## src/rtl/add_seq_ctrl.sv

```systemverilog
// add_seq_ctrl
//   Computes a WIDTH-bit unsigned sum with one CHUNK-bit adder slice. The
//   slice is reused over NCHUNK = WIDTH/CHUNK cycles, starting with the LSB
//   chunk. The carry passes from one cycle to the next through a carry
//   register. The block uses a start/busy/done handshake.
//
//   Optional build macro: ADD_SEQ_CARRYIN_EN
//     defined   - adds input cin. It is captured on an accepted start and
//                 used as the initial carry.
//     undefined - the initial carry is 0.
//
// Ports
//   clk    rising-edge clock
//   reset  synchronous, active-high reset
//   start  request; accepted only while busy=0
//   abus   operand A, captured on an accepted start
//   bbus   operand B, captured on an accepted start
//   cin    initial carry (ADD_SEQ_CARRYIN_EN builds only)
//   busy   high from the cycle after accept through the done cycle
//   done   one-cycle pulse; out/cout are valid in this cycle
//   out    sum mod 2^WIDTH; held from done until the next accept
//   cout   carry out of bit WIDTH-1; held like out
module add_seq_ctrl #(
  parameter int unsigned WIDTH = 256,
  parameter int unsigned CHUNK = 32
) (
  input  logic             clk,
  input  logic             reset,
  input  logic             start,
  input  logic [WIDTH-1:0] abus,
  input  logic [WIDTH-1:0] bbus,
`ifdef ADD_SEQ_CARRYIN_EN
  input  logic             cin,
`endif
  output logic             busy,
  output logic             done,
  output logic [WIDTH-1:0] out,
  output logic             cout
);

  localparam int unsigned NCHUNK = WIDTH / CHUNK;

  typedef enum logic [1:0] {
    IDLE = 2'd0,
    RUN  = 2'd1,
    DONE = 2'd2
  } state_t;

  state_t state, state_n;

  logic [WIDTH-1:0]              a_reg;
  logic [WIDTH-1:0]              b_reg;
  logic                          carry;
  logic [NCHUNK-1:0]             sel;
  logic [NCHUNK-1:0][CHUNK-1:0]  res;
  logic [CHUNK:0]                slice;
  logic                          init_carry;

`ifdef ADD_SEQ_CARRYIN_EN
  assign init_carry = cin;
`else
  assign init_carry = 1'b0;
`endif

  // The operand registers shift right one chunk per RUN cycle, so the
  // active chunk is always in the low CHUNK bits. The chunk index is held
  // one-hot in sel (bit k means chunk k). This keeps every part-select
  // constant.
  assign slice = {1'b0, a_reg[CHUNK-1:0]} + {1'b0, b_reg[CHUNK-1:0]}
               + (CHUNK+1)'(carry);

  always_ff @(posedge clk) begin
    if (reset) state <= IDLE;
    else       state <= state_n;
  end

  always_comb begin
    state_n = state;
    case (state)
      IDLE:    if (start)           state_n = RUN;
      RUN:     if (sel[NCHUNK-1])   state_n = DONE;
      DONE:                         state_n = IDLE;
      default:                      state_n = IDLE;
    endcase
  end

  always_ff @(posedge clk) begin
    if (reset) begin
      a_reg <= '0;
      b_reg <= '0;
      carry <= 1'b0;
      sel   <= NCHUNK'(1);
      res   <= '0;
      cout  <= 1'b0;
    end else begin
      case (state)
        IDLE: begin
          if (start) begin
            a_reg <= abus;
            b_reg <= bbus;
            carry <= init_carry;
            sel   <= NCHUNK'(1);
            res   <= '0;
            cout  <= 1'b0;
          end
        end
        RUN: begin
          a_reg <= a_reg >> CHUNK;
          b_reg <= b_reg >> CHUNK;
          carry <= slice[CHUNK];
          for (int unsigned k = 0; k < NCHUNK; k++) begin
            if (sel[k]) res[k] <= slice[CHUNK-1:0];
          end
          if (sel[NCHUNK-1]) cout <= slice[CHUNK];
          sel <= sel << 1;
        end
        default: ;
      endcase
    end
  end

  assign out  = res;
  assign busy = (state != IDLE);
  assign done = (state == DONE);

endmodule

```

## config.mk

```make
export PLATFORM = sky130hd
export DESIGN_NAME = add_seq_ctrl
export DESIGN_NICKNAME = d
export VERILOG_FILES = /design/src/rtl/add_seq_ctrl.sv
export SDC_FILE = /design/constraint.sdc
export NUM_CORES = 2
export LEC_CHECK = 0
export ABC_AREA = 1
export CORE_AREA = 2 2 303 305
export DETAILED_ROUTE_END_ITERATION = 8
export DIE_AREA = 0 0 305 307
export GPL_ROUTABILITY_DRIVEN = 0
export GPL_TIMING_DRIVEN = 0
export SLEW_MARGIN = 10
export SYNTH_ARGS = -nofsm -noshare
export SYNTH_HDL_FRONTEND = slang
export SYNTH_SLANG_ARGS = --single-unit
```

## constraint.sdc

```tcl
create_clock -name clk -period 2.7 [get_ports clk]
set_input_delay 0.405 -clock clk [delete_from_list [all_inputs] [get_ports clk]]
set_output_delay 0.405 -clock clk [all_outputs]
set_load 0.02 [all_outputs]
```

==> impl_results.md <==
- Status: complete, no violations
- Die area: about 0.094 mm²
- TritonRoute pass-1 iters: 5
- Layout cell share with drive strength beyond 1: 0.0559
- Startpoint types: register
- First-pass GRT wire length: ~210,000 µm
- Syn Nets: between 4,000 and 5,000
- Vias: between 30,000 and 40,000
- Req. time, crit path: 3200 ps
- VDD IR max: 0.431 mV
- Routed wire length per instance: approximately 23 µm
- Leading area contributor after synthesis: dfxtp_1
- CTS tree: yes
- Hold Crit Class: input port to register
- Buffer depth of the longest clock path: 3
- Vias in the first global route: roughly 32,000
- I/O Buffers: 772
- Placed cells: 6,089
- Die height: around 310 µm
- Die outline width: ~310 µm
- Clock skew: 48.2 ps
- Commonest non-fill, non-tap cell in the layout: nand2_1
- Post-synthesis cell count: 4,131
- Final WL: around 150,000 µm
- Critical Path Source: a_reg[8]$_SDFFE_PP0P_
- Worst-Margin Slew: around 980 ps
- Final std cells w/o fill: 6,275
- #FFs+latches synth: between 700 and 800
- Final Hold Viols: 0
- Starting DRT DRC Count: 2,639
- Fin nets: ~5,500
- Initial Util: 0.347
- Power consumption: ~33 mW
- Asr flop ratio synth: 0
- Final slew viol count: 0
- Total global-route track usage: 0.300
- R2r setup slk: 70 ps
- Crit path DAT: about 3100 ps
- Main synth FF type: dfxtp_1
- H-tree levels: 3
- Leakage: around 17 nW
- R2R depth: 10
- Mean Syn Cell Area: roughly 7.6 µm²
- RR Endpoint: out[233]$_SDFFE_PP0P_
- Synth Warn #: 0
- Area delta synth->final: 39.4%
- Most frequent cells in the layout: nand2_1, dfxtp_1, clkdlybuf4s50_1, o21ai_0, a21oi_1
- Largest net degree at the start of global routing: 15
- Clock-pin slew on the worst setup and hold paths: ~60 ps
- Site Rows: between 100 and 150
- Initial antenna violation count: 59
- Fmax: between 0.3 and 0.4 GHz
- Critical Path End Type: register
- Register area share after synthesis: 0.497
- Core ar.: 0.0907 mm²
- Setup CP Type: register to register
- CTS buffer count: 85
- Hold buffer count at cts: 0
- Cell Pwr Density: roughly 740 mW/mm²
- Post-synth EDFFs: 0
- Max Cap Viol: 0
- # setup viols final: 0
- Mapped Area: roughly 0.031 mm²
- Top cell type's share of synthesized area: 0.497
- Post-DP HPWL: ~120,000 µm
- Synth area leaders: dfxtp_1, nand2_1, o21ai_0
- Avg Vias per Cell: 5.34
- Minimum clock period: between 2000 and 3000 ps
- Slew headroom: 0.348
- Multi-input gate area: approximately 0.014 mm²
- Filler cells: between 9,000 and 10,000
- Period utilization: 0.972
- CTS root buffer: clkbuf_16
- Post-route DRC: 0
- # IOs: 774
- Max FO, Critical Path: 8
- Worst-Skew Late Latency: 660 ps
- RSZ-0062 raised after global routing: false
- Worst Setup EP: out[233]$_SDFFE_PP0P_
- Yosys cell types: 34
- Global route overflow: 0
- Clk sinks: 780
- Post-route antenna net violation count: 0
- Launch point of the worst reg-to-reg path: a_reg[8]$_SDFFE_PP0P_
- Storage element area: ~0.016 mm²
## metrics by stage
| step | util | TNS [ps] | hold WS [ps] | area, µm² | setup slack [ps] |
|---|---|---|---|---|---|
| after floorplan | - | 0 | 426 | 31400 | 349 |
| after global placement | 0.448 | -7630 | 449 | 40700 | -384 |
| after detailed placement | 0.448 | -10020 | 452 | 40700 | -449 |
| after CTS | 0.482 | 0 | 289 | 43700 | 23.9 |
| after global routing | 0.483 | 0 | 314 | 43800 | 6.58 |
| final | 0.483 | 0 | 303 | 43800 | 74.7 |
## cell families (layout without fill, tap and decap cells)
kind of cell / Yosys count / in the layout / synth area share
AOI/OAI and AO/OA: 1600 / 1600 / 0.272
adders and majority gates: 33 / 33 / 0.0136
buffers and inverters: 522 / 1452 / 0.0678
DFF: 780 / 780 / 0.497
other: 0 / 28 / 0
and+or+nand+nor: 1196 / 1196 / 0.150
## synth_stat cells (2+ instances only)
cell type and number:
nand3_2 5, a21oi_1 541, buf_6 2, nand3b_1 3, clkbuf_1 231, nor2_1 82, a31oi_1 195, nand2_1 981
or2_2 10, buf_1 3, inv_1 173, ha_1 31, o21bai_1 2, fa_1 2, o21ai_1 32, buf_2 103
a21o_1 4, nand2_2 2, inv_2 2, o22ai_1 194, a22oi_1 11, inv_4 2, o21ai_0 619, nand3_1 97
buf_4 6, dfxtp_1 780, nor3_1 7, nand4_1 5
## layout make-up
class,count,share of cell area
flip-flops and latches,780,0.356
plain buffers,345,0.0334
clock inverters,36,0.0133
well taps,1186,0.0339
multi-input cells,2829,0.314
inverters,177,0.0153
repair buffers,772,0.176
diodes,28,0.00160
clock buffers,122,0.0561
## per-layer routing
layer	up-vias	part of all wire	GRT usage
met5	-	0.0027	0
met4	62	0.029	0.0992
met3	251	0.084	0.0771
met2	1381	0.49	0.527
met1	15764	0.40	0.355
li1	16028	-	-
## power by group
group	internal (mW)	leakage, nW	switching, mW	total (mW)
registers	12.7	6.45	0.735	13.4
logic	2.53	9.36	3.96	6.49
clock network	7.55	1.47	5.14	12.7
## repair_timing
item / in CTS / in global routing
gates resized for setup: 6 / 5
buffers inserted: 0 / 0
endpoints found under the setup margin: 93 / 46
## worst min path at each step
stage	startpoint	to	slack, ps	cells past startpoint
after floorplan	sel[7]$_SDFFE_PP0P_	state[1]$_SDFFE_PP0P_	430	2
after global placement	b_reg[248]$_SDFFE_PP0P_	b_reg[248]$_SDFFE_PP0P_	450	2
after detailed placement	b_reg[235]$_SDFFE_PP0P_	b_reg[235]$_SDFFE_PP0P_	450	2
after CTS	abus[238]	a_reg[238]$_SDFFE_PP0P_	290	3
after global routing	abus[238]	a_reg[238]$_SDFFE_PP0P_	310	3
final	bbus[255]	b_reg[255]$_SDFFE_PP0P_	300	3
## critical path: stages (launching register included)
cell     delay [ps]
dfxtp_1         440
ha_1            330
nand2_1         180
inv_1            60
nand2_1          60
nand2_1          80
inv_1            60
nand3_1         220
or2_2           350
nand3_1         510
a21oi_1         150
No activity file was read; power rests on OpenSTA's default activity.
